### config.mk
export PLATFORM = sky130hd
export DESIGN_NAME = fp_normalize_round
export DESIGN_NICKNAME = d
export VERILOG_FILES = /design/src/rtl/fp_normalize_round.sv
export SDC_FILE = /design/constraint.sdc
export NUM_CORES = 1
export LEC_CHECK = 0
export ABC_AREA = 1
export ABC_CLOCK_PERIOD_IN_PS = 6700
export CELL_PAD_IN_SITES_DETAIL_PLACEMENT = 2
export CELL_PAD_IN_SITES_GLOBAL_PLACEMENT = 2
export CORE_MARGIN = 4
export CORE_UTILIZATION = 31
export DETAILED_ROUTE_END_ITERATION = 8
export GPL_ROUTABILITY_DRIVEN = 0
export HOLD_SLACK_MARGIN = 0.05
export PLACE_DENSITY = 0.95
export SYNTH_ARGS = -nofsm -noshare
export SYNTH_HDL_FRONTEND = slang
export SYNTH_SLANG_ARGS = --single-unit
### constraint.sdc
create_clock -name clk -period 6.7 [get_ports clk]
set_input_delay 1.34 -clock clk [delete_from_list [all_inputs] [get_ports clk]]
set_output_delay 1.34 -clock clk [all_outputs]
set_load 0.01 [all_outputs]
### src/rtl/fp_normalize_round.sv
// Post-add normalize / round-to-nearest-even / pack stage of the binary32 adder.
// Two registered stages sharing one enable, so a stalled output freezes the whole pipe.
module fp_normalize_round #(
  parameter int EXP_W  = 8,
  parameter int FRAC_W = 23
) (
  input  logic                    clk,
  input  logic                    reset,
  input  logic                    in_valid,
  output logic                    in_ready,
  input  logic                    in_sign,
  input  logic [EXP_W-1:0]        in_exp,
  input  logic [FRAC_W+4:0]       in_mant,
  input  logic                    in_special,
  input  logic [EXP_W+FRAC_W:0]   in_special_val,
  output logic                    out_valid,
  input  logic                    out_ready,
  output logic [EXP_W+FRAC_W:0]   out_result,
  output logic                    out_ovf,
  output logic                    out_unf,
  output logic                    out_inexact
);

  localparam int MW = FRAC_W + 5;
  localparam int NW = FRAC_W + 4;
  localparam int EW = EXP_W + 2;
  localparam int LW = $clog2(NW + 1);
  localparam logic signed [EW-1:0] EMAX = EW'((1 << EXP_W) - 1);

  logic en;

  // stage 1 combinational
  logic [LW-1:0]        lzc;
  logic                 found;
  logic [NW-1:0]        n_mant;
  logic signed [EW-1:0] n_e;

  // stage 1 registers
  logic                    s1_valid;
  logic                    s1_sign;
  logic                    s1_zero;
  logic                    s1_special;
  logic [EXP_W+FRAC_W:0]   s1_special_val;
  logic signed [EW-1:0]    s1_e;
  logic [FRAC_W+2:0]       s1_mant;   // fraction, G, R, S (hidden bit implied)

  // stage 2 combinational
  logic                    rnd_up;
  logic                    carry;
  logic [FRAC_W-1:0]       frac_r;
  logic [FRAC_W-1:0]       frac;
  logic signed [EW-1:0]    e2;
  logic [EXP_W+FRAC_W:0]   r_result;
  logic                    r_ovf;
  logic                    r_unf;
  logic                    r_inexact;

  assign en       = !out_valid || out_ready;
  assign in_ready = en;

  always_comb begin
    lzc   = '0;
    found = 1'b0;
    for (int unsigned i = 0; i < NW; i++) begin
      if (!found && in_mant[NW-1-i]) begin
        lzc   = LW'(i);
        found = 1'b1;
      end
    end
    if (in_mant[MW-1]) begin
      n_mant = {in_mant[MW-1:2], in_mant[1] | in_mant[0]};
      n_e    = $signed({2'b00, in_exp}) + EW'(1);
    end else begin
      n_mant = in_mant[NW-1:0] << lzc;
      n_e    = $signed({2'b00, in_exp}) - $signed(EW'(lzc));
    end
  end

  // Hidden bit is always 1 for a nonzero normalized mantissa, so rounding only
  // adds into the fraction; a carry out of the fraction means the value hit 2.0.
  always_comb begin
    rnd_up          = s1_mant[2] & (s1_mant[1] | s1_mant[0] | s1_mant[3]);
    {carry, frac_r} = {1'b0, s1_mant[FRAC_W+2:3]} + (FRAC_W+1)'(rnd_up);
    frac            = carry ? '0 : frac_r;
    e2              = s1_e + $signed({{(EW-1){1'b0}}, carry});
    r_result        = '0;
    r_ovf           = 1'b0;
    r_unf           = 1'b0;
    r_inexact       = 1'b0;
    if (s1_special) begin
      r_result = s1_special_val;
    end else if (s1_zero) begin
      r_result = {s1_sign, {(EXP_W+FRAC_W){1'b0}}};
    end else if (!e2[EW-1] && e2 >= EMAX) begin
      r_result  = {s1_sign, {EXP_W{1'b1}}, {FRAC_W{1'b0}}};
      r_ovf     = 1'b1;
      r_inexact = 1'b1;
    end else if (e2[EW-1] || e2 == '0) begin
      r_result  = {s1_sign, {(EXP_W+FRAC_W){1'b0}}};
      r_unf     = 1'b1;
      r_inexact = 1'b1;
    end else begin
      r_result  = {s1_sign, e2[EXP_W-1:0], frac};
      r_inexact = |s1_mant[2:0];
    end
  end

  always_ff @(posedge clk) begin
    if (reset) begin
      s1_valid       <= 1'b0;
      s1_sign        <= 1'b0;
      s1_zero        <= 1'b0;
      s1_special     <= 1'b0;
      s1_special_val <= '0;
      s1_e           <= '0;
      s1_mant        <= '0;
      out_valid      <= 1'b0;
      out_result     <= '0;
      out_ovf        <= 1'b0;
      out_unf        <= 1'b0;
      out_inexact    <= 1'b0;
    end else if (en) begin
      s1_valid       <= in_valid;
      s1_sign        <= in_sign;
      s1_zero        <= !n_mant[NW-1];
      s1_special     <= in_special;
      s1_special_val <= in_special_val;
      s1_e           <= n_e;
      s1_mant        <= n_mant[NW-2:0];
      out_valid      <= s1_valid;
      out_result     <= r_result;
      out_ovf        <= r_ovf;
      out_unf        <= r_unf;
      out_inexact    <= r_inexact;
    end
  end

endmodule
# After elaboration in Yosys (flattened, before gate mapping)
# Cells that the tools add are included.
totals:
  register_bits: 108
  input_bits: 74
  out_inout_bits: 37
classes:
  n_addsub: 4
  n_lt_le_gt_ge: 1
  shift: 1
  n_mux: 70
  bitwise: 4
  reduce_logical: 60
op_table:
  columns: ["operator", "count"]
  rows:
  - ["$mux W5", 25]
  - ["$mux W31", 3]
  - ["$mux W1", 38]
  - ["$mux W32", 1]
  - ["$logic_not A1 Y1", 29]
  - ["$logic_and A1 B1 Y1", 27]
  - ["$mux W27", 1]
  - ["$shl A27 B5 Y27", 1]
  - ["$add A23 B1 Y24", 1]
  - ["$mux W23", 1]
  - ["$add A10 B2 Y10", 1]
  - ["$ge A10 B9 Y1 const B", 1]
  - ["$logic_not A10 Y1", 1]
  - ["$mux W10", 1]
  - ["$add A8 B1 Y9 const B", 1]
  - ["$sub A8 B5 Y9", 1]
  - ["$or A1 B1 Y1", 3]
  - ["$reduce_or A3 Y1", 1]
  - ["$logic_or A1 B1 Y1", 2]
  - ["$and A1 B1 Y1", 1]

# Logic depth before layout (Yosys ltp)
# Gate-level depths: netlist (run 1).
depth:
  depth_word: 82
  mapped_depth: 32
  ltp_nobuf: 31

# Worst setup path after synthesis (run 1)
# No wires, ideal clock.
synth_timing:
  path_type: "input to register"
  from: "in in_mant[25]"
  to: "reg s1_e[6]"
  setup_ns: 0.117
  arrival_time_ns: 4.307
  setup_slack_ns: 2.276
  cell_stages: 27
  cell_sequence: "nor2_2 > nand4_4 > nor2_2 > nand4_2 > nor2_2 > nand4_2 > nor2_2 > nand4_2 > nor2_4 > nand4_4 > a21oi_1 > nor2_1 > nand2_1 > inv_2 > buf_2 > ha_1 > inv_1 > o31ai_1 > inv_1 > nor2_1 > nor3_1 > nand2_1 > nand2_1 > nand2_1 > nand2_1 > o221ai_1 > inv_1"
synth_between:
  elab_chain_cells: 79
  elab_cells_between_ends: 104
  classes_between: "1 x add/sub; 52 x mux; 51 x reduce/logical"
synth_lines:
  columns: ["element", "line", "text"]
  rows:
  - ["start, declared", "13", "input logic [FRAC_W+4:0] in_mant,"]
  - ["$logic_and A1 B1 Y1 (*)", "65", "if (!found && in_mant[NW-1-i]) begin"]
  - ["$mux W1", "65", null]
  - ["$logic_not A1 Y1", "65", null]
  - ["$logic_and A1 B1 Y1", "65", null]
  - ["$mux W1", "65", null]
  - ["$logic_not A1 Y1", "65", null]
  - ["$logic_and A1 B1 Y1", "65", null]
  - ["$mux W1", "65", null]
  - ["[... 63 more ...]", null, null]
  - ["$logic_not A1 Y1", "65", null]
  - ["$logic_and A1 B1 Y1", "65", null]
  - ["$mux W1", "65", null]
  - ["$logic_not A1 Y1", "65", null]
  - ["$logic_and A1 B1 Y1", "65", null]
  - ["$mux W5 (*)", "65", null]
  - ["$sub A8 B5 Y9 (*)", "75", "n_e = $signed({2'b00, in_exp}) - $signed(EW'(lzc));"]
  - ["$mux W10 (*)", "70", "if (in_mant[MW-1]) begin"]
  - ["end signal, assigned", "128", "s1_e <= n_e;"]
  - ["end, declared", "44", "logic signed [EW-1:0] s1_e;"]
# Mark *: on every way between the ends. The rest lies on a longest branch, timed or not.
# A chain may end at the register's enable or synchronous reset.

# Final worst setup path (run 1)
layout_timing:
  from: "reg s1_mant[2]"
  to: "reg out_result[3]"
layout_between:
  elab_chain_cells: 9
  elab_cells_between_ends: 13
  classes_between: "2 x add/sub; 1 x order compare; 5 x mux; 1 x bitwise; 4 x reduce/logical"
layout_lines:
  columns: ["element", "line", "text"]
  rows:
  - ["start, declared", "45", "logic [FRAC_W+2:0] s1_mant;"]
  - ["start signal, assigned", "129", "s1_mant <= n_mant[NW-2:0];"]
  - ["$and A1 B1 Y1 (*)", "82", "rnd_up = s1_mant[2] & (s1_mant[1] | s1_mant[0] | s1_mant[3]);"]
  - ["$add A23 B1 Y24 (*)", "83", "{carry, frac_r} = {1'b0, s1_mant[FRAC_W+2:3]} + (FRAC_W+1)'(rnd_up);"]
  - ["parallel branches: the longest is 4 deep, another holds $add A10 B2 Y10", null, null]
  - ["$mux W31 (*)", "94", "end else if (!e2[EW-1] && e2 >= EMAX) begin"]
  - ["$mux W31 (*)", "92", "end else if (s1_zero) begin"]
  - ["$mux W32 (*)", "90", "if (s1_special) begin"]
  - ["end signal, assigned", "131", "out_result <= r_result;"]
  - ["end, declared", "18", "output logic [EXP_W+FRAC_W:0] out_result,"]
# Mark *: on every way between the ends.

==> qor.yml, run 1 <==
vias: 8386
tightest_slew_ns: 0.9398
max_freq_mhz: 166.8
power.total_mw: 1.772
diodes: 0
synthTopCellsByArea: "dfxtp_1 31%, nand2_1 11%, nand3_1 9.9%"
synth_top_area_share_pct: 30.73
ys.warnings.count: 0
fin_crit_ns: 5.995
critPathMaxStageDelay_ns: 0.38
rsz0062_at_grt: "false"
crit_slowest_cell: "dfxtp_1"
maxCapViolCount: 0
nets: 1279
initial_utilization_pct: 31.85
worst_hold_slack_ns: 0.4902
clkTransAtPathRegs_ns: 0.08
start_kind: "flip-flop"
setup-tns-final_ns: 0
ff2ff_setup_slack_ns: 0.71
syn2layout_area_growth_pct: 22.19
crit_path_frequent_cell: "nand3_1"
synth_area_leader_cell: "dfxtp_1"
grt_usage_pct: 25.75
path_max_fanout: 20
drc: 0
slew_headroom_pct: 37.34
ctsLongestPathBuffers: 2
grt_max_degree: 105
min_path_type: "reg -> reg"
critical_path_arrival_ns: 6.26
crit_path_start: "s1_mant[2]$_SDFFE_PP0P_"
finalMaxSlewViolations: 0
fp.dieW_um: 158.7
ant_nets: 0
grt_pass1_vias: 9199
via_per_inst: 5.666
synthArstFlopShare_pct: 0
synth_edf_count: 0
peakVddDrop_mv: 0.1059
antenna_found_initial: 0
die-area_um2: 25170
num_io_pins: 111
grt_pass1_wl_um: 51380
synth_nets: 1211
cts_made_buffers: 9
critPathKind: "reg -> reg"
hold_viol: 0
synth_seq_cells: 108
portBuffers: 110
required_ns: 6.96
drtIter0Drc: 512
routed_wl_um: 32490
powerDensity_nw_per_um2: 206.1
synth_cell_types: 44
clock_skew_ns: 0.01429
synth_area_um2: 7037
coreArea_um2: 22090
status: "finished clean"
worstReg2RegStart: "s1_mant[2]$_SDFFE_PP0P_"
overflow: 0
end_kind: "flip-flop"
ys_seq_area_share_pct: 30.73
power.leakage_nw: 3.724
cts_root_buffer: "clkbuf_16"
cts_tree: "built"
setup_violations: 0
wire_per_inst_um: 21.95
r2r_cells: 31
synth.avg_cell_area_um2: 6.244
die_h_um: 158.7
fp-row-count: 54
dpl.hpwl_um: 22840
clkLatencyLatePin_ns: 0.37
crit_path_end: "out_result[3]$_SDFFE_PP0P_"
drive_above_1_share_pct: 5.833
cts_setup_buffers: 0
synth_flop_cell: "dfxtp_1"
h-tree-depth: 3
syn_inst: 1127
period_share_pct: 89.47
rr_endpoint: "out_result[3]$_SDFFE_PP0P_"
drt_pass1_iterations: 5
clkSinkCount: 108
## timing repair
action	CTS	global route
resized for setup	0	1
hold buffers	0	0
endpoints found under the setup margin	0	17
## layout make-up
type                    count  area, um^2
multi-input cells         856        4210
repair buffers            122        1191
well taps                 280       350.3
clock buffers              10       239.0
clock inverters             6       68.82
fillers                  2681       13500
inverters                  98       376.6
flip-flops and latches    108        2162
## worst min-delay path by stage
stage | start | endpoint | depth (start not counted)
6_report | out_unf$_SDFFE_PP0P_ | out_unf$_SDFFE_PP0P_ | 2
5_1_grt | s1_special_val[8]$_SDFFE_PP0P_ | s1_special_val[8]$_SDFFE_PP0P_ | 2
4_1_cts | out_unf$_SDFFE_PP0P_ | out_unf$_SDFFE_PP0P_ | 2
3_5_place_dp | out_unf$_SDFFE_PP0P_ | out_unf$_SDFFE_PP0P_ | 2
3_3_place_gp | s1_valid$_SDFFE_PP0P_ | out_valid$_SDFFE_PP0P_ | 2
2_1_floorplan | s1_valid$_SDFFE_PP0P_ | out_valid$_SDFFE_PP0P_ | 2
## sequential cells by signal, summed over array words and instances, names as in the netlist
name            count
s1_sign             1
out_result         32
out_inexact         1
s1_e               10
out_unf             1
s1_valid            1
s1_special          1
s1_mant            26
out_valid           1
out_ovf             1
s1_zero             1
s1_special_val     32
## critical path: cells and delay by family (launching register included)
kind	cells	cell delay [ns]
buf+inv	6	0.90
simple gates	21	3.64
compound gates	1	0.26
flops	1	0.38
xor+xnor	1	0.16
fa+ha+maj	2	0.53
## per-layer routing
metal | track usage, % | part of all wire, % | vias to the layer above
li1 | - | - | 3900
met1 | 29.90 | 40 | 4198
met2 | 46.89 | 52 | 200
met3 | 3.941 | 3.3 | 88
met4 | 10.72 | 4.1 | 0
met5 | 0 | 0 | -
## report_power, final
part | switching (mW) | total (mW) | leakage [nW] | internal (mW)
Combinational | 0.279 | 0.445 | 2.68 | 0.166
Clock | 0.278 | 0.583 | 0.150 | 0.305
Sequential | 0.0494 | 0.744 | 0.895 | 0.694
## logic make-up (layout without fill, tap and decap cells)
kind of cell	after synthesis	after routing	share of synthesized area (%)
compound gates	270	270	19.99
buf+inv	163	236	9.584
mux	1	1	0.1423
xor+xnor	14	14	1.743
simple gates	561	561	35.94
fa+ha+maj	10	10	1.885
flops	108	108	30.73
## placed cells by master (no fill, tap or decap), types with 3 or more instances in the layout
cell,count
nand2_1,214
nand3_1,139
nor2_1,135
a21oi_1,126
o21ai_0,118
clkdlybuf4s50_1,110
dfxtp_1,108
inv_1,85
nand4_1,22
xor2_1,13
nor3_1,12
buf_4,12
nand3b_1,9
nor2_2,9
ha_1,9
clkbuf_16,9
inv_2,8
a31oi_1,7
or2_2,4
o21ai_1,4
nand4_2,4
nor4_1,3
nor2_4,3
clkinv_2,3
inv_6,3
## through the flow
step / instance area [um^2] / cells / setup slack (ns) / utilization, %
after floorplan: 7037 / 1127 / 2.276 / -
after global placement: 8287 / 1464 / 1.104 / 37.51
after detailed placement: 8287 / 1464 / 0.8091 / 37.51
after CTS: 8594 / 1480 / 0.4483 / 38.90
after global routing: 8598 / 1480 / 0.1110 / 38.92
final: 8598 / 1480 / 0.7055 / 38.92
## cells in the mapped netlist (5+ instances only)
cell type and n:
nand3b_1 9, buf_6 5, ha_1 9, buf_1 7, nor2_2 8, o21ai_0 118, a21oi_1 126, nor2_1 137
clkbuf_1 39, nand4_1 22, nand2_1 214, inv_1 88, dfxtp_1 108, xor2_1 13, nor3_1 12, a31oi_1 7
buf_2 12, inv_2 8, nand3_1 139
No activity file was read; power rests on OpenSTA's default activity.
==> run 2: changes to the inputs <==
--- a/config.mk
+++ b/config.mk
@@ -10,11 +10,13 @@
 export CELL_PAD_IN_SITES_DETAIL_PLACEMENT = 2
 export CELL_PAD_IN_SITES_GLOBAL_PLACEMENT = 2
 export CORE_MARGIN = 4
-export CORE_UTILIZATION = 31
+export CORE_UTILIZATION = 32
+export CTS_BUF_LIST = sky130_fd_sc_hd__clkbuf_8
 export DETAILED_ROUTE_END_ITERATION = 8
 export GPL_ROUTABILITY_DRIVEN = 0
 export HOLD_SLACK_MARGIN = 0.05
 export PLACE_DENSITY = 0.95
+export SLEW_MARGIN = 20
 export SYNTH_ARGS = -nofsm -noshare
 export SYNTH_HDL_FRONTEND = slang
 export SYNTH_SLANG_ARGS = --single-unit
==> run 2 against run 1 <==
  * Non-clock buffer count down 2
  * Critical path depth down 1
  * Total power down 9.6%
  * Critical endpoint is now out_result[6]$_SDFFE_PP0P_
==> qor.yml, run 2 (same netlist as run 1, synthesis figures left out) <==
status: "finished clean"
grt_pass1_vias: 9079  # -1.3%
fin_crit_ns: 6.005  # +0.01062 ns
worstReg2RegStart: "s1_mant[2]$_SDFFE_PP0P_"
grt_usage_pct: 24.97  # -0.78 points
met1Wirelength_um: 12690  # -3.2%
drc: 0  # unchanged
ant_nets: 0  # unchanged
power.leakage_nw: 3.670  # -1.4%
critPathMaxStageDelay_ns: 0.48  # +0.10 ns
end_kind: "flip-flop"
grt_pass1_wl_um: 49290  # -4.1%
critPathKind: "reg -> reg"
crit_family: "simple AND/OR/NAND/NOR gates"
ff2ff_setup_slack_ns: 0.69  # about the same
reg_top3: "out_result: 32 flops, s1_special_val: 32 flops, s1_mant: 26 flops"
n_fill_cell: 2621  # -2.2%
hold_viol: 0  # unchanged
required_ns: 7.02  # +0.06 ns
cts_root_buffer: "clkbuf_8"
postCtsHoldBufs: 0  # unchanged
grt_max_degree: 105  # unchanged
critical_path_arrival_ns: 6.32  # +0.06 ns
start_kind: "flip-flop"
finalMaxSlewViolations: 0  # unchanged
vias: 8350  # -0.43%
clkLatencyLatePin_ns: 0.40  # +0.03 ns
h-tree-depth: 3  # unchanged
path_max_fanout: 20  # unchanged
crit_path_frequent_cell: "nand3_1"
nets: 1277  # -0.16%
ctsLongestPathBuffers: 2  # unchanged
setup-tns-final_ns: 0  # unchanged
wl_met3_um: 1080  # +1.1%
min_from: "out_unf$_SDFFE_PP0P_"
clock_skew_ns: 0.01655  # +0.002264 ns
portBuffers: 110  # unchanged
setup_violations: 0  # unchanged
maxCapViolCount: 0  # unchanged
dpl-instance-area_um2: 8263  # -0.29%
period_share_pct: 89.63  # +0.16 points
min_path_type: "reg -> reg"
crit_slowest_cell: "inv_1"
routed_wl_um: 31060  # -4.4%
num_io_pins: 111  # unchanged
powerDensity_nw_per_um2: 189.4  # -8.1%
rsz0062_at_grt: "false"
cts_tree: "built"
diodes: 0  # unchanged
die_h_um: 156.3  # -1.5%
cts_setup_buffers: 0  # unchanged
final_cell_mix: "214 x nand2_1, 139 x nand3_1, 135 x nor2_1, 126 x a21oi_1, 118 x o21ai_0"
overflow: 0  # unchanged
cts_resized: 0  # unchanged
wl_met2_um: 15890  # -6.3%
fp.dieW_um: 156.3  # -1.5%
initial_utilization_pct: 32.95  # +1.1 points
top_layer: "met4"
max_freq_mhz: 166.5  # -0.18%
rr_endpoint: "out_result[6]$_SDFFE_PP0P_"
wire_per_inst_um: 21.08  # -4.0%
dp_cells: 1457  # -0.48%
r2r_cells: 30  # -3.2%
antenna_found_initial: 0  # unchanged
fp-row-count: 53  # -1.9%
hold_path_end: "out_unf$_SDFFE_PP0P_"
critPathBufInv: 4  # -2
drive_above_1_share_pct: 5.593  # -0.24 points
seqCellArea_um2: 2162  # unchanged
multi_input_area_um2: 4210  # unchanged
coreArea_um2: 21350  # -3.4%
dpl.hpwl_um: 22100  # -3.2%
drtIter0Drc: 468  # -8.6%
clkSinkCount: 108  # unchanged
tightest_slew_ns: 0.9416  # +0.001729 ns
worst_hold_slack_ns: 0.4919  # +0.001769 ns
peakVddDrop_mv: 0.09534  # -10%
cts_made_buffers: 9  # unchanged
whs_path_depth: 2  # unchanged
die-area_um2: 24430  # -3.0%
final_common_cell: "nand2_1"
syn2layout_area_growth_pct: 20.16
fin_cells: 1473  # -0.47%
clkTransAtPathRegs_ns: 0.13  # +0.05 ns
fin_area_um2: 8456  # -1.7%
via_per_inst: 5.669  # about the same
slew_headroom_pct: 37.23  # -0.12 points
drt_pass1_iterations: 7  # +2
-- run 2: final cells by class --
type                    instances  share of cell area (%)
clock buffers                  10                   1.628
repair buffers                120                   13.91
clock inverters                 6                  0.6511
inverters                      98                   4.380
flip-flops and latches        108                   25.57
multi-input cells             856                   49.79
well taps                     275                   4.069
-- run 2: power by group --
| part | switching, mW | internal [mW] |
|---|---|---|
| logic | 0.275 | 0.165 |
| clock network | 0.266 | 0.154 |
| registers | 0.0464 | 0.695 |
-- run 2: layer usage --
metal / vias to the layer above / global-route usage (%)
met2: 205 / 45.01
met1: 4163 / 29.37
met5: - / 0
met3: 76 / 3.291
li1: 3906 / -
met4: 0 / 11.28
-- run 2: worst max path at each step --
stage | from | end | slack, ns | cells after the start
5_1_grt | s1_mant[2]$_SDFFE_PP0P_ | out_result[7]$_SDFFE_PP0P_ | 0.009 | 31
6_report | s1_mant[2]$_SDFFE_PP0P_ | out_result[6]$_SDFFE_PP0P_ | 0.69 | 30
3_3_place_gp | in_mant[23] | s1_e[6]$_SDFFE_PP0P_ | 1.01 | 28
4_1_cts | s1_mant[2]$_SDFFE_PP0P_ | out_result[7]$_SDFFE_PP0P_ | 0.69 | 30
2_1_floorplan | in_mant[25] | s1_e[6]$_SDFFE_PP0P_ | 2.28 | 27
3_5_place_dp | in_mant[23] | s1_e[6]$_SDFFE_PP0P_ | 0.65 | 28
-- run 2: worst register-to-register path, delay by kind of cell (launching register included) --
kind            cells  cell delay, ns
fa+ha+maj           2            0.51
simple gates       22            3.65
xor+xnor            1            0.32
flops               1            0.41
compound gates      1            0.25
buf+inv             4            0.81
-- run 2: through the flow --
step	utilization [%]	setup slack, ns	total power, mW
4_1_cts	39.60	0.6887	1.606
6_report	39.60	0.6949	1.601
2_1_floorplan	-	2.276	0.9859
3_3_place_gp	38.70	1.011	1.150
5_1_grt	39.60	0.009032	1.681
3_5_place_dp	38.70	0.6509	1.179
